## config.mk

```make
export PLATFORM = sky130hd
export DESIGN_NAME = rv32i_hazard_ctrl
export DESIGN_NICKNAME = d
export VERILOG_FILES = /design/src/rtl/rv32i_pkg.sv /design/src/rtl/rv32i_src_use.sv /design/src/rtl/rv32i_hazard_ctrl.sv
export SDC_FILE = /design/constraint.sdc
export NUM_CORES = 1
export LEC_CHECK = 0
export ABC_AREA = 1
export CORE_ASPECT_RATIO = 1.5
export CORE_UTILIZATION = 19
export CTS_BUF_LIST = sky130_fd_sc_hd__clkbuf_16
export DETAILED_ROUTE_END_ITERATION = 12
export GPL_TIMING_DRIVEN = 0
export PLACE_DENSITY = 0.79
export SYNTH_ARGS = -nofsm -noshare
export SYNTH_HDL_FRONTEND = slang
export SYNTH_SLANG_ARGS = --single-unit
```

## constraint.sdc

```tcl
create_clock -name clk -period 1 [get_ports clk]
set_input_delay 0.15 -clock clk [delete_from_list [all_inputs] [get_ports clk]]
set_output_delay 0.15 -clock clk [all_outputs]
set_load 0.05 [all_outputs]
```

## src/rtl/rv32i_pkg.sv

```systemverilog
// Shared RV32I opcode constants, the canonical NOP and the hazard sequencer state type.
package rv32i_pkg;

  localparam logic [6:0]  OPC_LOAD  = 7'b0000011;
  localparam logic [6:0]  OPC_R     = 7'b0110011;
  localparam logic [6:0]  OPC_S     = 7'b0100011;
  localparam logic [6:0]  OPC_B     = 7'b1100011;
  localparam logic [6:0]  OPC_LUI   = 7'b0110111;
  localparam logic [6:0]  OPC_AUIPC = 7'b0010111;
  localparam logic [6:0]  OPC_JAL   = 7'b1101111;
  localparam logic [6:0]  OPC_JALR  = 7'b1100111;

  localparam logic [31:0] RV32I_NOP = 32'h00000013;

  typedef enum logic [1:0] {RUN, STALL, FLUSH} hz_state_t;

endpackage

```

## src/rtl/rv32i_src_use.sv

```systemverilog
// Decodes which source registers an RV32I instruction reads and extracts their indices.
module rv32i_src_use
  import rv32i_pkg::*;
(
  input  logic [31:0] iw,
  output logic        uses_rs1,
  output logic        uses_rs2,
  output logic [4:0]  rs1,
  output logic [4:0]  rs2
);

  logic [6:0] opc;

  assign opc      = iw[6:0];
  assign rs1      = iw[19:15];
  assign rs2      = iw[24:20];
  // Upper-immediate and JAL formats reuse bits 19:15 as immediate, not as a register.
  assign uses_rs1 = !((opc == OPC_LUI) || (opc == OPC_AUIPC) || (opc == OPC_JAL));
  assign uses_rs2 = (opc == OPC_R) || (opc == OPC_S) || (opc == OPC_B);

endmodule

```

## src/rtl/rv32i_hazard_ctrl.sv

```systemverilog
// Load-use stall and branch-redirect sequencer for the RV32I ID/EX boundary.
// Optional performance counters are built when RV32I_HAZARD_PERF_EN is defined.
module rv32i_hazard_ctrl
  import rv32i_pkg::*;
#(
  parameter int unsigned LOAD_LAT     = 1,
  parameter int unsigned FLUSH_CYCLES = 2
) (
  input  logic        clk,
  input  logic        reset,
  input  logic        id_valid,
  input  logic [31:0] id_iw_in,
  input  logic [31:0] ex_iw_in,
  input  logic        ex_wb_en_in,
  input  logic [4:0]  ex_wb_reg_in,
  input  logic        ex_redirect,
  input  logic [31:0] ex_target,
  output logic        if_stall,
  output logic        id_stall,
  output logic        ex_bubble,
  output logic        pc_redirect,
  output logic [31:0] pc_redirect_val,
  output logic        busy
`ifdef RV32I_HAZARD_PERF_EN
  ,
  output logic [31:0] perf_stall_cnt,
  output logic [31:0] perf_flush_cnt,
  output logic [31:0] perf_redirects
`endif
);

  localparam int unsigned MAX_CNT = (LOAD_LAT > FLUSH_CYCLES) ? LOAD_LAT : FLUSH_CYCLES;
  localparam int unsigned CNT_W   = $clog2(MAX_CNT + 1);
  typedef logic [CNT_W-1:0] cnt_t;

  hz_state_t  state_reg, state_next;
  cnt_t       cnt_reg, cnt_next, cnt_dec;
  logic       id_uses_rs1, id_uses_rs2;
  logic [4:0] id_rs1, id_rs2;
  logic       hazard;
  logic       unused_ex_iw;

  rv32i_src_use u_src_use (
    .iw       (id_iw_in),
    .uses_rs1 (id_uses_rs1),
    .uses_rs2 (id_uses_rs2),
    .rs1      (id_rs1),
    .rs2      (id_rs2)
  );

  // Only the opcode of the EX word matters; destination comes from ex_wb_reg_in.
  assign unused_ex_iw = ^ex_iw_in[31:7];

  assign hazard = (ex_iw_in[6:0] == OPC_LOAD) && ex_wb_en_in && (ex_wb_reg_in != 5'd0) && id_valid &&
                  ((id_uses_rs1 && (id_rs1 == ex_wb_reg_in)) ||
                   (id_uses_rs2 && (id_rs2 == ex_wb_reg_in)));

  assign cnt_dec = (cnt_reg == cnt_t'(0)) ? cnt_t'(0) : cnt_reg - cnt_t'(1);
  assign busy    = (state_reg != RUN);

  always_ff @(posedge clk or posedge reset) begin
    if (reset) begin
      state_reg <= RUN;
      cnt_reg   <= cnt_t'(0);
    end else begin
      state_reg <= state_next;
      cnt_reg   <= cnt_next;
    end
  end

  always_comb begin
    state_next      = state_reg;
    cnt_next        = cnt_reg;
    if_stall        = 1'b0;
    id_stall        = 1'b0;
    ex_bubble       = 1'b0;
    pc_redirect     = 1'b0;
    pc_redirect_val = 32'd0;
    if (!reset) begin
      case (state_reg)
        RUN: begin
          // A redirect squashes the decode instruction, so its hazard is moot.
          if (ex_redirect) begin
            pc_redirect     = 1'b1;
            pc_redirect_val = ex_target;
            ex_bubble       = 1'b1;
            if (FLUSH_CYCLES > 1) begin
              state_next = FLUSH;
              cnt_next   = cnt_t'(FLUSH_CYCLES - 1);
            end
          end else if (hazard) begin
            if_stall  = 1'b1;
            id_stall  = 1'b1;
            ex_bubble = 1'b1;
            if (LOAD_LAT > 1) begin
              state_next = STALL;
              cnt_next   = cnt_t'(LOAD_LAT - 1);
            end
          end
        end
        STALL: begin
          if_stall  = 1'b1;
          id_stall  = 1'b1;
          ex_bubble = 1'b1;
          cnt_next  = cnt_dec;
          if (cnt_dec == cnt_t'(0)) state_next = RUN;
        end
        FLUSH: begin
          ex_bubble = 1'b1;
          cnt_next  = cnt_dec;
          if (cnt_dec == cnt_t'(0)) state_next = RUN;
        end
        default: begin
          state_next = RUN;
          cnt_next   = cnt_t'(0);
        end
      endcase
    end
  end

`ifdef RV32I_HAZARD_PERF_EN
  always_ff @(posedge clk or posedge reset) begin
    if (reset) begin
      perf_stall_cnt <= 32'd0;
      perf_flush_cnt <= 32'd0;
      perf_redirects <= 32'd0;
    end else begin
      if (if_stall)              perf_stall_cnt <= perf_stall_cnt + 32'd1;
      if (ex_bubble && !if_stall) perf_flush_cnt <= perf_flush_cnt + 32'd1;
      if (pc_redirect)           perf_redirects <= perf_redirects + 32'd1;
    end
  end
`endif

endmodule

```

### Word-level counts from Yosys, hierarchy flattened

Cells that the tools add are included.

| storage, ports and cells | value |
|---|---|
| register bits | 4 |
| output and inout bits | 37 |
| logic and storage cells | 56 |

| cells by class | value |
|---|---|
| add/sub/neg operators | 1 |
| equal/unequal tests | 13 |
| multiplexer cells | 19 |
| bitwise operators | 1 |
| reduce and logical (&&, ||, !) cells | 20 |

Operators with widths:

| operator | number |
|---|---|
| $mux 32 | 3 |
| $eq 7x6->1 const B | 3 |
| $eq 7x7->1 const B | 2 |
| $eq 5x5->1 | 2 |
| $mux 1 | 8 |
| $mux 2 | 4 |
| $pmux 2 s2 | 2 |
| $eq 7x2->1 const B | 1 |
| $eq 7x5->1 const B | 1 |
| $logic_and 1x1->1 | 6 |
| $logic_not 2->1 | 3 |
| $logic_or 1x1->1 | 5 |
| $reduce_bool 5->1 | 1 |
| $pmux 1 s2 | 2 |
| $reduce_and 3->1 | 1 |
| $eq 2x1->1 const B | 1 |
| $eq 2x2->1 const B | 1 |
| $ne 2x1->1 const B | 1 |
| $ne 2x2->1 const B | 1 |
| $reduce_and 2->1 | 1 |
| $reduce_bool 2->1 | 1 |
| $reduce_or 2->1 | 1 |
| $sub 2x1->2 const B | 1 |
| $logic_not 1->1 | 1 |
| $not 1->1 | 1 |

### Logic depth before layout (Yosys ltp)

Gate-level depths: netlist of the first run.

| depth | value |
|---|---|
| depth after elaboration | 11 |
| depth in mapped cells | 11 |

### Modules after synthesis

From an unflattened synthesis of the first run, not the netlist that was laid out.

| unflattened totals | value |
|---|---|
| cells, all modules | 179 |
| area, all modules | 912.1 um2 |

By module, submodules not included:

| module | instances | cells an instance | area each (um2) |
|---|---|---|---|
| rv32i_hazard_ctrl | 1 | 153 | 770.7 |
| rv32i_src_use | 1 | 26 | 141.4 |

### Least setup slack after synthesis of the first run

No wires, ideal clock.

| path | value |
|---|---|
| path type | reg-to-output |
| start point | reg state_reg[1] |
| end point | out pc_redirect_val[0] |
| data arrival time | 2.253 ns |
| data required time | 0.850 ns |
| slack | -1.403 ns |
| stages on the path, launching flop included | 4 |
| path through | dfrtp_1 nor3_2 inv_2 nor2_1 |

| between the ends | value |
|---|---|
| longest elaborated chain between the ends | 3 |

Ends and longest elaborated chain:

| item | line | RTL |
|---|---|---|
| from (decl) | rv32i_hazard_ctrl.sv:36 | `hz_state_t state_reg, state_next;` |
| from (signal assigned) | rv32i_hazard_ctrl.sv:66 | `state_reg <= state_next;` |
| $logic_not 2->1 | rv32i_hazard_ctrl.sv:80 | `case (state_reg)` |
| $mux 32 | rv32i_hazard_ctrl.sv:80 |  |
| $mux 32 | rv32i_hazard_ctrl.sv:79 | `if (!reset) begin` |
| to (decl) | rv32i_hazard_ctrl.sv:22 | `output logic [31:0] pc_redirect_val,` |

No other way between the ends.

### Final worst setup path of the first run

| path | value |
|---|---|
| start point | reg state_reg[1] |
| end point | out pc_redirect_val[5] |

Same word-level chain as after synthesis.

==> out/summary.log, run 1 <==
INFO  timing         timing.final.setup_violations=40
INFO  outcome        status=finished with violations
INFO  yosys          postSynth.asyncResetShare=1.00
INFO  global_routing grt_usage=0.140
INFO  placed_design  gp_congestion=0.792
INFO  power_and_ir_drop vdd_drop_max=1220µV
INFO  timing         share_of_the_clock_period_used_by_the_worst_path_after_layout=1.56
INFO  die            core.rowCount=28
INFO  yosys          synth_seq_cells=3
INFO  timing         worst-slew-pin-transition=273ps
INFO  clock_tree     ctsRootBufferMaster=clkbuf_16
INFO  die            ios=143
INFO  critical_path  worst-endpoint-arrival=1410ps
INFO  clock_tree     htree_num_levels=1
INFO  drt            ant_nets=0
INFO  drt            route.final.wire_length=3.31mm
INFO  yosys          post_synth_instance_area=786µm²
INFO  clock_tree     cts_num_sinks=3
INFO  die            fp.dieH=80.8µm
INFO  timing         max_freq=640MHz
INFO  die            placeableCoreArea=0.00396mm²
INFO  die            dieArea=0.00440mm²
INFO  layout         syn_to_final_growth=175%
INFO  yosys          area_contributors_post_synth=nor2_2 (22%), inv_1 (21%), nand2_1 (15%)
INFO  placed_design  dp_hpwl=2.57mm
INFO  yosys          synth.yosys.warnings=0
INFO  timing         layout_min_cycle_time=1560ps
INFO  clock_tree     cts_buffers=3
INFO  global_routing initial_antenna_violation_count=0
INFO  layout         number_of_flip_flops_in_the_largest_register=2
INFO  global_routing grt-ovfl-total=0
INFO  layout         n_antenna_cell=0
INFO  clock_tree     clock_pin_slew_worst_setup_and_hold_paths=30ps
INFO  layout         fin_nets=364
INFO  min_path       worst_min_delay_path_class=primary input to async pin
INFO  clock_tree     clock_tree.buffer_depth=2
INFO  timing         whs=87.2ps
INFO  drt            vias=1202
INFO  yosys          syn_inst=146
INFO  yosys          yosys.area.top_type=nor2_2
INFO  yosys          synthMostInstantiatedCell=inv_1
INFO  yosys          synth_edf_count=0
INFO  global_routing wire_length_of_the_first_global_routing_pass=4.59mm
INFO  yosys          synth-main-ff-cell=dfrtp_1
INFO  timing         report.final.slew_viol_count=0
INFO  critical_path  cp_data_required_time=850ps
INFO  yosys          synth_common_cells=inv_1 (44), nand2_1 (31), nor2_2 (28)
INFO  critical_path  critical_path.endpoint_type=output pin
INFO  drt            detailedRoute.firstPassIterationCount=4
INFO  outcome        failed_checks=setup timing
INFO  die            floorplan.initialDensity=0.198
INFO  layout         fraction_of_layout_instances_using_a_drive_strength_above_1=0.486
INFO  timing         finClkSkew=0.596ps
INFO  critical_path  start_kind=register
INFO  timing         grt_setup_unrepaired=yes
INFO  timing         final_critical_path_setup_slack=-562ps
INFO  timing         report.final.hold_viol_count=0
INFO  yosys          postSynthNetCount=252
INFO  power_and_ir_drop p_leak=1.09nW
INFO  global_routing via_count_of_the_first_global_routing_pass=1072
INFO  clock_tree     cts_tree=done
INFO  timing         worst_slew_margin_rel=0.816
INFO  yosys          synth_largest_type_area_fraction=0.223
INFO  critical_path  worst-path-max-fanout=10
INFO  clock_tree     worstSkewPairLatency=230ps
INFO  power_and_ir_drop power.density_cell_area=849mW/mm²
INFO  layout         n_fill_cell=353
INFO  critical_path  timing_worst_setup_path_type=register to output pin
INFO  yosys          synth_seq_area_share=0.0955
INFO  clock_tree     ctsHoldBuffers=0
INFO  global_routing pin_count_of_the_biggest_net_entering_global_routing=11
INFO  drt            route.detailed.wl_per_inst=11.0µm
INFO  yosys          syn-mean-instance-area=5.38µm²
INFO  flow_run       maxCapViolations=0
INFO  drt            drc=0
INFO  die            die_w=54.5µm
INFO  timing         final.setup.tns=-19180ps
INFO  placed_design  place.port_buffers=102
INFO  yosys          post_synth_num_cell_types=18
INFO  drt            initialDrtViolationCount=12
INFO  power_and_ir_drop post-layout-total-power=1.84mW
INFO  drt            post_detailed_route_via_to_cell_ratio=3.98
-- through the flow --
stage | setup slack, ps | std cells | util | cell area, µm²
final | -562 | 302 | 0.547 | 2160
after global routing | -625 | 302 | 0.547 | 2160
after CTS | -539 | 301 | 0.536 | 2120
after detailed placement | -1400 | 293 | 0.514 | 2030
after global placement | -1400 | 293 | 0.514 | 2030
after floorplan | -864 | 146 | - | 957
-- path summary, 6_finish.rpt --
path	from	endpoint	slack (ps)	depth (start not counted)
worst max-delay path	state_reg[1]	pc_redirect_val[5]	-560	5
worst min-delay path	reset	cnt_reg[0]	90	3
worst max register to register	state_reg[1]	cnt_reg[0]	-210	8
worst min register to register	cnt_reg[0]	cnt_reg[0]	500	2
max in group asynchronous	reset	state_reg[1]	790	3
min in group clk	reset	state_reg[1]	470	3
-- logic make-up (layout without fill, tap and decap cells) --
family,count (synthesis),in the layout,synth area share
compound gates,3,3,0.0191
xor+xnor,7,7,0.0780
buf+inv,50,161,0.272
simple gates,83,83,0.535
flops,3,3,0.0955
-- cells in the final DEF (no fill, tap or decap), types with 3 or more instances in the layout --
cell type / synthesis / layout
clkdlybuf4s50_1: 0 / 33
nand2_1: 31 / 26
dlygate4sd2_1: 0 / 6
inv_1: 44 / 42
buf_6: 3 / 32
nor2_4: 2 / 33
buf_4: 1 / 5
buf_2: 0 / 23
clkbuf_16: 0 / 3
xnor2_1: 5 / 5
buf_8: 0 / 10
inv_2: 2 / 4
nand2_2: 1 / 4
nor2_1: 15 / 10
-- layout make-up --
type                    instances  area [µm²]  share of cell area
clock inverters                 1        3.75             0.00173
inverters                      46         175              0.0809
clock buffers                   3        75.1              0.0347
repair buffers                107        1020               0.471
flip-flops and latches          3        76.3              0.0353
multi-input cells              93         702               0.324
plain buffers                   4        57.6              0.0266
well taps                      45        56.3              0.0260
-- where the power goes --
part	leakage (nW)	switching [mW]	internal (mW)	total, mW
clock network	0.0423	0.129	0.518	0.647
logic	1.01	0.581	0.458	1.04
registers	0.0374	0.0138	0.139	0.153
-- layer usage --
layer  vias up  part of all wire  track usage
li1        625                 -            -
met2        47              0.58        0.261
met3         3             0.060       0.0131
met5         -                 0            0
met1       527              0.35        0.156
met4         0            0.0094       0.0462
-- worst max-delay path, stage by stage (launching register included) --
cell and delay, ps:
dfrtp_2 420, nor3_4 230, inv_4 90, buf_8 180, nor2_4 110, buf_8 150
-- repair_timing --
| item | CTS | global route |
|---|---|---|
| setup endpoints to repair | 40 | 40 |
| pin swaps | 33 | 2 |
| resized for setup | 379 | 9 |
| buffers inserted | 4 | 2 |
Power figures use the tool's default switching activity.
==> run 2, diff against run 1 <==
--- a/config.mk
+++ b/config.mk
@@ -6,6 +6,7 @@
 export NUM_CORES = 1
 export LEC_CHECK = 0
 export ABC_AREA = 1
+export CAP_MARGIN = 20
 export CORE_ASPECT_RATIO = 1.5
 export CORE_UTILIZATION = 19
 export CTS_BUF_LIST = sky130_fd_sc_hd__clkbuf_16
==> constraint.sdc (replaced) <==
create_clock -name clk -period 1 [get_ports clk]
set_input_delay 0.15 -clock clk [delete_from_list [all_inputs] [get_ports clk]]
set_output_delay 0.15 -clock clk [all_outputs]
set_load 0.02 [all_outputs]
==> out/summary.log, run 2 (synthesis gave the netlist of run 1 again) <==
INFO  critical_path  timing_worst_setup_path_type=register to output pin
INFO  power_and_ir_drop power.density_cell_area=748mW/mm²
INFO  timing         max_freq=643MHz
INFO  drt            vias=1234
INFO  global_routing via_count_of_the_first_global_routing_pass=1200
INFO  power_and_ir_drop p_leak=1.18nW
INFO  layout         sequential_cell_area=76.3µm²
INFO  layout         layout.cells.most_common_list=inv_1 (42), buf_6 (40), clkdlybuf4s50_1 (33)
INFO  timing         final.setup.tns=-18690ps
INFO  layout         number_of_flip_flops_in_the_largest_register=2
INFO  die            floorplan.initialDensity=0.198
INFO  layout         cell_count_final_fillers_out=311
INFO  outcome        failed_checks=setup timing
INFO  clock_tree     htree_num_levels=1
INFO  timing         worst-slew-pin-transition=235ps
INFO  timing         report.final.hold_viol_count=0
INFO  critical_path  worst-path-max-fanout=7
INFO  drt            drc=0
INFO  critical_path  cp_data_required_time=850ps
INFO  drt            route.detailed.wl_per_inst=9.67µm
INFO  timing         finClkSkew=0.168ps
INFO  timing         report.final.slew_viol_count=0
INFO  critical_path  worst-endpoint-arrival=1410ps
INFO  drt            route.final.wire_length=3.01mm
INFO  clock_tree     cts_num_sinks=3
INFO  clock_tree     ctsRootBufferMaster=clkbuf_16
INFO  clock_tree     cts_buffers=3
INFO  die            ios=143
INFO  global_routing pin_count_of_the_biggest_net_entering_global_routing=8
INFO  global_routing wire_length_of_the_first_global_routing_pass=4.73mm
INFO  global_routing grt_usage=0.143
INFO  layout         most_common_library_cell_in_the_layout_ignoring_fill_and_taps=inv_1
INFO  power_and_ir_drop post-layout-total-power=1.78mW
INFO  die            die_w=54.5µm
INFO  drt            wl_met3=253µm
INFO  placed_design  gp_congestion=0.699
INFO  placed_design  dp_cells=293
INFO  clock_tree     clock_tree.buffer_depth=2
INFO  timing         final_critical_path_setup_slack=-556ps
INFO  min_path       worst_min_delay_path_class=primary input to async pin
INFO  timing         timing.final.setup_violations=40
INFO  layout         n_fill_cell=337
INFO  clock_tree     ctsHoldBuffers=0
INFO  drt            detailedRoute.firstPassIterationCount=3
INFO  layout         syn_to_final_growth=202%
INFO  timing         layout_min_cycle_time=1560ps
INFO  outcome        status=finished with violations
INFO  placed_design  place.port_buffers=102
INFO  layout         multi_input_comb_area=699µm²
INFO  drt            post_detailed_route_via_to_cell_ratio=3.97
INFO  global_routing grt-ovfl-total=0
INFO  critical_path  critical_path.endpoint_type=output pin
INFO  flow_run       maxCapViolations=0
INFO  drt            drt-met1-wl=944µm
INFO  layout         post-route-cell-area=0.00237mm²
INFO  timing         share_of_the_clock_period_used_by_the_worst_path_after_layout=1.56
INFO  layout         n_antenna_cell=0
INFO  critical_path  start_kind=register
INFO  die            fp.dieH=80.8µm
INFO  placed_design  dp_hpwl=2.35mm
INFO  clock_tree     cts_tree=done
INFO  placed_design  detailed_place.area=0.00202mm²
INFO  die            core.rowCount=28
INFO  clock_tree     clock_pin_slew_worst_setup_and_hold_paths=30ps
INFO  drt            detailroute.wirelength.met2=1.77mm
INFO  timing         grt_setup_unrepaired=yes
INFO  global_routing initial_antenna_violation_count=0
INFO  drt            ant_nets=0
INFO  timing         worst_slew_margin_rel=0.842
INFO  drt            topRoutingLayerUsed=met4
INFO  die            placeableCoreArea=0.00396mm²
INFO  drt            initialDrtViolationCount=2
INFO  die            dieArea=0.00440mm²
INFO  clock_tree     worstSkewPairLatency=230ps
INFO  layout         fraction_of_layout_instances_using_a_drive_strength_above_1=0.414
INFO  power_and_ir_drop vdd_drop_max=956µV
INFO  layout         fin_nets=373
[run 2: cell type report]
class                      instances  share of cell area
clock inverter                     1             0.00158
multi-input combinational         93               0.295
timing repair buffer             117               0.520
sequential                         3              0.0322
clock buffer                       3              0.0316
tap                               45              0.0237
buffer                             3              0.0216
inverter                          46              0.0749
[run 2: worst paths after layout]
check / startpoint / endpoint / slack [ps] / depth (start not counted)
hold reg to reg: cnt_reg[1] / cnt_reg[0] / 510 / 2
max in group asynchronous: reset / state_reg[1] / 790 / 3
setup / recovery: state_reg[1] / pc_redirect_val[0] / -560 / 6
setup reg to reg: state_reg[1] / cnt_reg[0] / -260 / 9
min in group clk: reset / state_reg[1] / 440 / 3
hold / removal: reset / cnt_reg[1] / 90 / 3
[run 2: layer usage]
metal | track usage | vias to the layer above
met5 | 0 | -
met3 | 0.0375 | 4
li1 | - | 644
met2 | 0.280 | 56
met1 | 0.137 | 530
met4 | 0.0385 | 0
[run 2: through the flow]
stage,worst slack [ps],utilization,hold WS [ps]
CTS,-533,0.594,93.3
floorplan,-379,-,-79.8
global route,-597,0.600,131
global placement,-1150,0.510,458
detailed placement,-1160,0.510,465
finish,-556,0.600,92.7
[run 2: timing repair]
item / 4_1_cts / 5_1_grt
pin swaps: 30 / 2
cloned: 3 / 0
resized for setup: 287 / 17
setup endpoints to repair: 40 / 40
buffers inserted: 10 / 5
[run 2: worst max-delay path, stage by stage, from the launching register on]
cell	delay, ps
dfrtp_2	420
nor3_4	180
inv_4	80
buf_12	150
buf_4	140
nor2_4	90
buf_6	120
[run 2: power breakdown]
group / internal [mW] / leakage, nW / switching (mW)
combinational: 0.548 / 1.10 / 0.437
sequential: 0.139 / 0.0374 / 0.0176
clock: 0.516 / 0.0423 / 0.118
total: 1.20 / 1.18 / 0.572
